==> src/rtl/ahb_lite_pkg.sv <==
// Shared AHB-Lite encodings, timer register map and bus-response state type.
// AHB_TIMER_PRESCALER_EN adds the PRESCALE register to the map.
package ahb_lite_pkg;

  localparam logic [1:0] HTRANS_IDLE   = 2'b00;
  localparam logic [1:0] HTRANS_BUSY   = 2'b01;
  localparam logic [1:0] HTRANS_NONSEQ = 2'b10;
  localparam logic [1:0] HTRANS_SEQ    = 2'b11;
  localparam logic [2:0] HSIZE_WORD    = 3'b010;

  localparam logic [7:0] OFF_CTRL     = 8'h00;
  localparam logic [7:0] OFF_LOAD     = 8'h04;
  localparam logic [7:0] OFF_VALUE    = 8'h08;
  localparam logic [7:0] OFF_INTSTAT  = 8'h0C;
  localparam logic [7:0] OFF_PRESCALE = 8'h10;

  localparam int CTRL_EN      = 0;
  localparam int CTRL_IRQEN   = 1;
  localparam int CTRL_ONESHOT = 2;

`ifdef AHB_TIMER_PRESCALER_EN
  localparam int NUM_REGS = 5;
`else
  localparam int NUM_REGS = 4;
`endif

  // Register selector carries the word index of each register.
  typedef enum logic [2:0] {
    REG_CTRL     = 3'(OFF_CTRL     >> 2),
    REG_LOAD     = 3'(OFF_LOAD     >> 2),
    REG_VALUE    = 3'(OFF_VALUE    >> 2),
    REG_INTSTAT  = 3'(OFF_INTSTAT  >> 2),
    REG_PRESCALE = 3'(OFF_PRESCALE >> 2)
  } reg_e;

  typedef enum logic [1:0] {OKAY, ERR1, ERR2} resp_st_e;

endpackage

==> src/rtl/ahb_lite_timer_if.sv <==
// AHB-Lite slave-side bus bundle for the timer peripheral.
interface ahb_lite_timer_if #(parameter int ADDR_WIDTH = 12);
  logic                  HSEL;
  logic [ADDR_WIDTH-1:0] HADDR;
  logic [1:0]            HTRANS;
  logic                  HWRITE;
  logic [2:0]            HSIZE;
  logic [31:0]           HWDATA;
  logic                  HREADY;
  logic [31:0]           HRDATA;
  logic                  HREADYOUT;
  logic                  HRESP;

  modport master (output HSEL, HADDR, HTRANS, HWRITE, HSIZE, HWDATA, HREADY,
                  input  HRDATA, HREADYOUT, HRESP);
  modport slave  (input  HSEL, HADDR, HTRANS, HWRITE, HSIZE, HWDATA, HREADY,
                  output HRDATA, HREADYOUT, HRESP);
endinterface

==> src/rtl/ahb_lite_slave_if.sv <==
// AHB-Lite transfer acceptance, data-phase registration, legality check and
// two-cycle ERROR response FSM. Map size follows AHB_TIMER_PRESCALER_EN.
module ahb_lite_slave_if
  import ahb_lite_pkg::*;
#(
  parameter int ADDR_WIDTH = 12
) (
  input  logic                  clk,
  input  logic                  rst,
  input  logic                  hsel,
  input  logic [ADDR_WIDTH-1:0] haddr,
  input  logic [1:0]            htrans,
  input  logic                  hwrite,
  input  logic [2:0]            hsize,
  input  logic                  hready,
  output logic                  wr_en,
  output logic                  rd_en,
  output reg_e                  reg_sel,
  output logic                  hreadyout,
  output logic                  hresp
);
  logic                  accept, legal;
  logic [ADDR_WIDTH-3:0] word;
  logic                  dp_vld, dp_wr;
  resp_st_e              st, st_nxt;

  assign word   = haddr[ADDR_WIDTH-1:2];
  assign accept = hsel && hready && htrans[1];
  assign legal  = (hsize == HSIZE_WORD) && (haddr[1:0] == 2'b00) &&
                  (word < (ADDR_WIDTH-2)'(NUM_REGS));

  always_ff @(posedge clk) begin
    if (rst) begin
      dp_vld  <= 1'b0;
      dp_wr   <= 1'b0;
      reg_sel <= REG_CTRL;
      st      <= OKAY;
    end else begin
      dp_vld  <= accept && legal;
      dp_wr   <= hwrite;
      reg_sel <= reg_e'(word[2:0]);
      st      <= st_nxt;
    end
  end

  always_comb begin
    st_nxt    = OKAY;
    hreadyout = 1'b1;
    hresp     = 1'b0;
    case (st)
      ERR1: begin
        hreadyout = 1'b0;
        hresp     = 1'b1;
        st_nxt    = ERR2;
      end
      // The final ERROR cycle completes with HREADY high, so a new illegal
      // transfer accepted here restarts the sequence back-to-back.
      ERR2: begin
        hresp = 1'b1;
        if (accept && !legal) st_nxt = ERR1;
      end
      default: if (accept && !legal) st_nxt = ERR1;
    endcase
  end

  assign wr_en = dp_vld && dp_wr;
  assign rd_en = dp_vld && !dp_wr;

endmodule

==> src/rtl/ahb_lite_timer.sv <==
// AHB-Lite 32-bit auto-reload down-counter with level IRQ.
// AHB_TIMER_PRESCALER_EN adds an 8-bit PRESCALE register and tick divider.
module ahb_lite_timer
  import ahb_lite_pkg::*;
#(
  parameter int          ADDR_WIDTH = 12,
  parameter logic [31:0] RESET_LOAD = 32'h0000_0000
) (
  input  logic            HCLK,
  input  logic            HRESET,
  ahb_lite_timer_if.slave bus,
  output logic            TIMERINT
);
  logic        wr_en, rd_en;
  reg_e        reg_sel;
  logic        ctrl_en, ctrl_irqen, ctrl_oneshot, raw;
  logic [31:0] load_q, value_q;
  logic        tick, expire;
  logic        wr_ctrl, wr_load, wr_value, wr_intstat;

  ahb_lite_slave_if #(.ADDR_WIDTH(ADDR_WIDTH)) u_slv (
    .clk      (HCLK),
    .rst      (HRESET),
    .hsel     (bus.HSEL),
    .haddr    (bus.HADDR),
    .htrans   (bus.HTRANS),
    .hwrite   (bus.HWRITE),
    .hsize    (bus.HSIZE),
    .hready   (bus.HREADY),
    .wr_en    (wr_en),
    .rd_en    (rd_en),
    .reg_sel  (reg_sel),
    .hreadyout(bus.HREADYOUT),
    .hresp    (bus.HRESP)
  );

  assign wr_ctrl    = wr_en && (reg_sel == REG_CTRL);
  assign wr_load    = wr_en && (reg_sel == REG_LOAD);
  assign wr_value   = wr_en && (reg_sel == REG_VALUE);
  assign wr_intstat = wr_en && (reg_sel == REG_INTSTAT);
  assign expire     = tick && (value_q == 32'd0);

`ifdef AHB_TIMER_PRESCALER_EN
  logic [7:0] prescale_q, pre_cnt;
  logic       wr_prescale;

  assign wr_prescale = wr_en && (reg_sel == REG_PRESCALE);
  assign tick        = ctrl_en && (pre_cnt == prescale_q);

  always_ff @(posedge HCLK) begin
    if (HRESET) begin
      prescale_q <= 8'd0;
      pre_cnt    <= 8'd0;
    end else begin
      if (wr_prescale) prescale_q <= bus.HWDATA[7:0];
      if (wr_prescale || !ctrl_en || tick) pre_cnt <= 8'd0;
      else                                 pre_cnt <= pre_cnt + 8'd1;
    end
  end
`else
  assign tick = ctrl_en;
`endif

  always_ff @(posedge HCLK) begin
    if (HRESET) begin
      ctrl_en      <= 1'b0;
      ctrl_irqen   <= 1'b0;
      ctrl_oneshot <= 1'b0;
      load_q       <= RESET_LOAD;
      value_q      <= RESET_LOAD;
      raw          <= 1'b0;
    end else begin
      // A bus write beats the counter; expiry still reloads and sets RAW
      // even when the same cycle's CTRL write clears EN.
      if (wr_ctrl) begin
        ctrl_en      <= bus.HWDATA[CTRL_EN];
        ctrl_irqen   <= bus.HWDATA[CTRL_IRQEN];
        ctrl_oneshot <= bus.HWDATA[CTRL_ONESHOT];
      end else if (expire && ctrl_oneshot) begin
        ctrl_en <= 1'b0;
      end
      if (wr_load) load_q <= bus.HWDATA;
      if (wr_value)    value_q <= bus.HWDATA;
      else if (expire) value_q <= load_q;
      else if (tick)   value_q <= value_q - 32'd1;
      if (expire)                              raw <= 1'b1;
      else if (wr_intstat && bus.HWDATA[0])    raw <= 1'b0;
    end
  end

  always_comb begin
    bus.HRDATA = 32'd0;
    if (rd_en) begin
      case (reg_sel)
        REG_CTRL:     bus.HRDATA = {29'd0, ctrl_oneshot, ctrl_irqen, ctrl_en};
        REG_LOAD:     bus.HRDATA = load_q;
        REG_VALUE:    bus.HRDATA = value_q;
        REG_INTSTAT:  bus.HRDATA = {31'd0, raw};
`ifdef AHB_TIMER_PRESCALER_EN
        REG_PRESCALE: bus.HRDATA = {24'd0, prescale_q};
`endif
        default:      bus.HRDATA = 32'd0;
      endcase
    end
  end

  assign TIMERINT = raw && ctrl_irqen;

endmodule
==> src/flat_wrapper.sv <==
// flat-port wrapper written by rule: the top's interface ports become plain ports
module ahb_lite_timer_flat import ahb_lite_pkg::*;
#(
  parameter int          ADDR_WIDTH = 12,
  parameter logic [31:0] RESET_LOAD = 32'h0000_0000
)
  (HCLK, HRESET, TIMERINT, bus_HSEL, bus_HADDR, bus_HTRANS, bus_HWRITE, bus_HSIZE, bus_HWDATA, bus_HREADY, bus_HRDATA, bus_HREADYOUT, bus_HRESP);
  ahb_lite_timer_if #(.ADDR_WIDTH(ADDR_WIDTH)) bus_i ();
  input  logic HCLK;
  input  logic HRESET;
  output logic TIMERINT;
  input wire logic [$bits(bus_i.HSEL)-1:0] bus_HSEL;
  input wire logic [$bits(bus_i.HADDR)-1:0] bus_HADDR;
  input wire logic [$bits(bus_i.HTRANS)-1:0] bus_HTRANS;
  input wire logic [$bits(bus_i.HWRITE)-1:0] bus_HWRITE;
  input wire logic [$bits(bus_i.HSIZE)-1:0] bus_HSIZE;
  input wire logic [$bits(bus_i.HWDATA)-1:0] bus_HWDATA;
  input wire logic [$bits(bus_i.HREADY)-1:0] bus_HREADY;
  output wire logic [$bits(bus_i.HRDATA)-1:0] bus_HRDATA;
  output wire logic [$bits(bus_i.HREADYOUT)-1:0] bus_HREADYOUT;
  output wire logic [$bits(bus_i.HRESP)-1:0] bus_HRESP;
  assign bus_i.HSEL = bus_HSEL;
  assign bus_i.HADDR = bus_HADDR;
  assign bus_i.HTRANS = bus_HTRANS;
  assign bus_i.HWRITE = bus_HWRITE;
  assign bus_i.HSIZE = bus_HSIZE;
  assign bus_i.HWDATA = bus_HWDATA;
  assign bus_i.HREADY = bus_HREADY;
  assign bus_HRDATA = bus_i.HRDATA;
  assign bus_HREADYOUT = bus_i.HREADYOUT;
  assign bus_HRESP = bus_i.HRESP;
  ahb_lite_timer #(.ADDR_WIDTH(ADDR_WIDTH), .RESET_LOAD(RESET_LOAD)) u_core (.HCLK(HCLK), .HRESET(HRESET), .bus(bus_i), .TIMERINT(TIMERINT));
endmodule
==> config.mk <==
export PLATFORM = sky130hd
export DESIGN_NAME = ahb_lite_timer_flat
export DESIGN_NICKNAME = d
export VERILOG_FILES = /design/src/rtl/ahb_lite_pkg.sv /design/src/rtl/ahb_lite_timer_if.sv /design/src/rtl/ahb_lite_slave_if.sv /design/src/rtl/ahb_lite_timer.sv /design/src/flat_wrapper.sv
export SDC_FILE = /design/constraint.sdc
export NUM_CORES = 1
export LEC_CHECK = 0
export ABC_CLOCK_PERIOD_IN_PS = 3270
export CORE_ASPECT_RATIO = 1.5
export CORE_MARGIN = 1.5
export CORE_UTILIZATION = 55
export CTS_CLUSTER_DIAMETER = 40
export CTS_CLUSTER_SIZE = 28
export DETAILED_ROUTE_END_ITERATION = 10
export DONT_BUFFER_PORTS = 1
export PLACE_DENSITY = 0.7
export SETUP_SLACK_MARGIN = 0.02
export SYNTH_ARGS = -nofsm -noshare
export SYNTH_HDL_FRONTEND = slang
export SYNTH_SLANG_ARGS = --single-unit
==> constraint.sdc <==
create_clock -name HCLK -period 3.27 [get_ports HCLK]
set_clock_uncertainty 0.15 [all_clocks]
set_input_delay 0.654 -clock HCLK [delete_from_list [all_inputs] [get_ports HCLK]]
set_output_delay 0.654 -clock HCLK [all_outputs]
set_load 0.05 [all_outputs]
; After elaboration in Yosys (flattened, before gate mapping)
; Index checks and enable logic that the tools add are counted.
[totals]
ff_bits = 75
wordCells = 58
output_inout_bits = 35
[classes]
reduce_logical = 26
n_lt_le_gt_ge = 1
n_eq_ne = 6
n_addsub = 1
muxes = 13
[ops]
columns = op, n
row1 = 32-bit two-way mux, 4
row2 = 32-bit one-hot mux with 4 select lines, 1
row3 = 32-bit zero test, 1
row4 = "32-bit by 1-bit subtractor with 32-bit output, second input constant", 1
row5 = 1-bit logical AND, 16
row6 = "10-bit by 3-bit less-than comparator with 1-bit output, second input constant", 1
row7 = "3-bit by 2-bit equality test with 1-bit output, second input constant", 3
row8 = 1-bit two-way mux, 7
row9 = 2-bit nonzero test, 2
row10 = 2-bit OR reduction, 2
row11 = "3-bit by 1-bit equality test with 1-bit output, second input constant", 1
row12 = 3-bit zero test, 1
row13 = 3-bit nonzero test, 1
row14 = "2-bit by 1-bit equality test with 1-bit output, second input constant", 1
row15 = "2-bit equality test, second input constant", 1
row16 = 1-bit zero test, 2
row17 = 2-bit zero test, 1
row18 = 2-bit two-way mux, 1

; Depth between registers and ports, before layout
[logic_depth]
depth_word = 7
ltp_mapped = 8
mapped_depth_nobuf = 7

; By module
; Synthesis repeated with hierarchy kept, for this count alone.
[unflattened]
cells_unflattened = 574
area_unflattened_um2 = 4296.6
[modules_own_cells]
columns = module, seq_area_each_um2, area_each_um2, cells_each, n_inst
row1 = ahb_lite_timer, 1361.3, 4035.1, 548, 1
row2 = ahb_lite_slave_if, 140.1, 261.5, 26, 1

; Worst setup path after synthesis
; Ideal clock, no wire load.
[synth_path]
path_kind = register to output
start = reg u_core.u_slv.reg_sel[1]
end = out bus_HRDATA[19]
arrival_time_ns = 2.187
path_stages_with_launch = 8
path_slack_ns = 0.279
path_cell_list = dfxtp_1 clkbuf_1 nor2b_1 nor2b_1 clkbuf_1 clkbuf_1 a22oi_1 nor2_1
[synth_via]
elab_chain_cells = 3
[synth_rtl]
columns = element, line_no
row1 = start: declaration, ahb_lite_slave_if.sv:18  ; output reg_e reg_sel,
row2 = start signal: assignment, ahb_lite_slave_if.sv:41  ; reg_sel <= reg_e'(word[2:0]);
row3 = "3-bit by 2-bit equality test with 1-bit output, or another cell as far along", ahb_lite_timer.sv:94  ; case (reg_sel)
row4 = 32-bit one-hot mux with 4 select lines *, ahb_lite_timer.sv:94
row5 = 32-bit two-way mux *, ahb_lite_timer.sv:93  ; if (rd_en) begin
row6 = end: declaration, flat_wrapper.sv:19  ; output wire logic [$bits(bus_i.HRDATA)-1:0] bus_HRDATA;
; Mark *: on every way between the ends. The rest lies on a longest branch, timed or not.

; Worst setup path after layout
[layout_path]
start = reg u_core.value_q[0]
end = reg u_core.value_q[3]
[layout_via]
elab_chain_cells = 4
[layout_rtl]
columns = element, line_no
row1 = start: declaration, ahb_lite_timer.sv:17  ; logic [31:0] load_q, value_q;
row2 = start signal: assignment, ahb_lite_timer.sv:83  ; if (wr_value) value_q <= bus.HWDATA;
row3 = start signal: assignment, ahb_lite_timer.sv:84  ; else if (expire) value_q <= load_q;
row4 = start signal: assignment, ahb_lite_timer.sv:85  ; else if (tick) value_q <= value_q - 32'd1;
row5 = 32-bit by 1-bit subtractor with 32-bit output or 32-bit zero test (tied branches), "ahb_lite_timer.sv:85, ahb_lite_timer.sv:41"
row6 = 32-bit two-way mux or 1-bit logical AND (tied branches), "ahb_lite_timer.sv:85, ahb_lite_timer.sv:41"
row7 = 32-bit two-way mux, ahb_lite_timer.sv:84
row8 = 32-bit two-way mux, ahb_lite_timer.sv:83
; Parallel ways exist; a longest one is shown, timed or not. The select of a mux whose other input is x is not followed.
; A chain may end at the register's enable or synchronous reset.

==> impl_metrics.csv <==
group,metric,value,unit
synthesis,synth.avg_cell_area,7.52,um^2
final_layout,drive_above_1_share,14.3,%
critical_path,end_kind,"flip-flop",
synthesis,async_reset_ff_share,0,%
synthesis,synthTopCellsByArea,"dfxtp_1 (35%), nand2_1 (7.0%), nor2_1 (6.3%)",
routing,drt-total-wl,13100,um
critical_path,critical_path_class,"flip-flop to flip-flop",
critical_path,cp-start-kind,"flip-flop",
clocking,clock-root-buffer,"clkbuf_16",
critical_path,r2r_start,"u_core.value_q[0]",
sta,hold_viol,0,
job,max-cap-violations,0,
synthesis,synth-edff-count,0,
pwr,vdd.ir_drop.worst,0.372,mV
synthesis,synth_flop_cell,"dfxtp_1",
routing,vias,4553,
synthesis,syn_area,4310,um^2
min_path,hold_class,"primary input to flip-flop",
die,core,7610,um^2
global_routing,grt.overflow.total,0,
sta,period_share,89.7,%
sta,fin_crit,2.93,ns
clocking,cts_tree,"yes",
routing,postRouteAntennaNets,0,
critical_path,worstReg2RegEnd,"u_core.value_q[3]",
final_layout,area_growth,13.1,%
die,die_h,111,um
critical_path,cp.depth,7,
critical_path,crit_chain,"inv_1 > ha_1 > nor4b_1 > nand4_1 > or3_4 > and3_1 > o32ai_1",
place,placed_cells,675,
global_routing,grt_pass1_wl,20600,um
critical_path,cp_num_buf_inv,1,
die,start_util,56.6,%
min_path,min-delay-start,"HRESET",
sta,setup_ws,0.336,ns
outcome,status,"finished clean",
sta,maxSlewHeadroom,49.3,%
die,die_w,75.3,um
synthesis,syn_inst,573,
min_path,hold_depth,1,
critical_path,worst_path_max_delay_cell,"or3_4",
global_routing,grt_max_degree,78,
final_layout,fin_nets,640,
sta,finalSetupViolCount,0,
clocking,cts_setup_buffers,0,
critical_path,cp.required,3.36,ns
synthesis,syn-num-nets,629,
sta,tightest_slew,0.761,ns
synthesis,yosys_register_bits,75,
clocking,postCtsHoldBufs,0,
critical_path,cp_top_family,"simple AND/OR/NAND/NOR gates",
critical_path,reg2regPathDepth,7,
pwr,powerDensity,385,nW/um^2
critical_path,max_stage_delay,0.61,ns
clocking,clockBufferDepth,2,
place,hpwl,8480,um
clocking,worstSkewPairLatency,0.34,ns
clocking,cts_resized,0,
place,dp_slack,0.421,ns
synthesis,synth_cell_types,64,
synthesis,synth_top_area_cell,"dfxtp_1",
clocking,path_clk_slew,0.06,ns
sta,rsz0062_at_grt,"no",
place,io_buffer_count,0,
routing,post-route-drc-count,0,
final_layout,postLayoutCoreUtil,64.0,%
global_routing,grt_pass1_vias,4303,
global_routing,antenna_found_initial,0,
routing,wire_per_inst,18.9,um
critical_path,critPathMaxFanout,12,
synthesis,yosys.area.top_type_share,34.8,%
routing,dr.pass1.iters,5,
synthesis,synth_warnings,0,
die,die_area,8390,um^2
place,gp_congestion,0.913,
min_path,hold_end,"u_core.load_q[21]",
clocking,clock-sinks,75,
die,rows,39,
final_layout,antenna_cells,0,
routing,first_iter_violations,421,
final_layout,fin_cells,691,
clocking,htree_levels,3,
sta,maxSlewViolCount,0,
critical_path,ff2ff_setup_slack,0.34,ns
pwr,leakage,1.79,nW
die,pin_count,89,
routing,vias_per_cell,6.59,
sta,fmax,0.341,GHz
sta,fin_tns_setup,0,ns
synthesis,yosysSeqAreaShare,34.8,%
critical_path,crit_arrival,3.02,ns
global_routing,grt_util_all_layers,31.6,%
clocking,cts_buffers,9,
power breakdown:
group / internal (mW) / switching, mW / total (mW)
clock network: 0.553 / 0.368 / 0.921
registers: 0.917 / 0.00418 / 0.921
logic: 0.0106 / 0.0210 / 0.0316
logic make-up (layout without fill, tap and decap cells):
logic type,count (synthesis),after routing,share of synthesized area [%]
AOI/OAI and AO/OA,152,152,23.5
buffers and inverters,59,75,5.66
DFF,75,75,34.8
adders and majority gates,2,2,0.581
muxes,8,8,2.15
and+or+nand+nor,262,262,30.3
xor gates and xnor gates,15,15,3.05
per-layer routing:
layer  routed length, um  track usage [%]  up-vias  part of all wire (%)
met5                   0                0        -                     0
met4                 367             16.4        0                   2.8
met3                1000             5.70       39                   7.7
met2                6590             52.3      245                    50
met1                5110             38.0     2158                    39
li1                    -                -     2111                     -
through the flow:
stage	hold WS, ns	area, um^2	power (mW)
6_report	0.239	4870	1.87
5_1_grt	0.229	4870	1.92
4_1_cts	0.232	4870	1.89
3_5_place_dp	0.307	4600	0.972
3_3_place_gp	0.297	4600	0.971
2_1_floorplan	0.294	4310	0.975
worst max-delay path by stage:
stage / end / slack (ns) / startpoint
finish: u_core.value_q[3] / 0.34 / u_core.value_q[0]
global route: u_core.value_q[7] / 0.19 / u_core.value_q[1]
CTS: u_core.value_q[3] / 0.40 / u_core.value_q[0]
detailed placement: u_core.value_q[3] / 0.42 / u_core.value_q[0]
global placement: u_core.value_q[3] / 0.48 / u_core.value_q[0]
floorplan: bus_HRDATA[19] / 0.28 / u_core.u_slv.reg_sel[1]
placed cells by master, fill, tap and decap left out, types with 13 or more instances in the layout:
cell	instances
and3_1	14
o21ai_0	13
a21oi_1	52
dfxtp_1	75
buf_4	47
a22oi_1	29
nor2_1	70
nor3_1	22
nand2_1	80
sequential cells by signal (all words and copies together) (netlist names):
register	count
u_core.u_slv.st	2
u_core.ctrl_irqen	1
u_core.load_q	32
u_core.u_slv.reg_sel	3
u_core.u_slv.dp_wr	1
u_core.ctrl_en	1
u_core.u_slv.dp_vld	1
u_core.ctrl_oneshot	1
u_core.value_q	32
u_core.raw	1
cell usage after synthesis, types with 3 or more instances:
cell type,number
o211ai_1,3
and3_1,14
nand2_1,80
inv_1,12
o21ai_0,13
nor3_1,22
nor2_1,72
dfxtp_1,75
nor4_1,12
or4_2,4
a311oi_1,7
or4_1,5
o41ai_1,3
xor2_1,4
nor2b_1,7
or3_1,8
o22ai_1,7
buf_6,3
a21oi_1,52
nand3_1,10
o31ai_1,6
a31oi_1,7
o32ai_1,6
clkbuf_1,42
xnor2_1,11
mux2i_1,7
a211o_1,3
or2_2,3
a22oi_1,29
layout make-up:
cell class	count	area, um^2
repair buffers	47	353
well taps	102	128
fillers	707	2740
multi-input cells	439	2570
flip-flops and latches	75	1500
inverters	12	45.0
clock inverters	2	10.0
clock buffers	14	264
No activity file was read; power rests on OpenSTA's default activity.
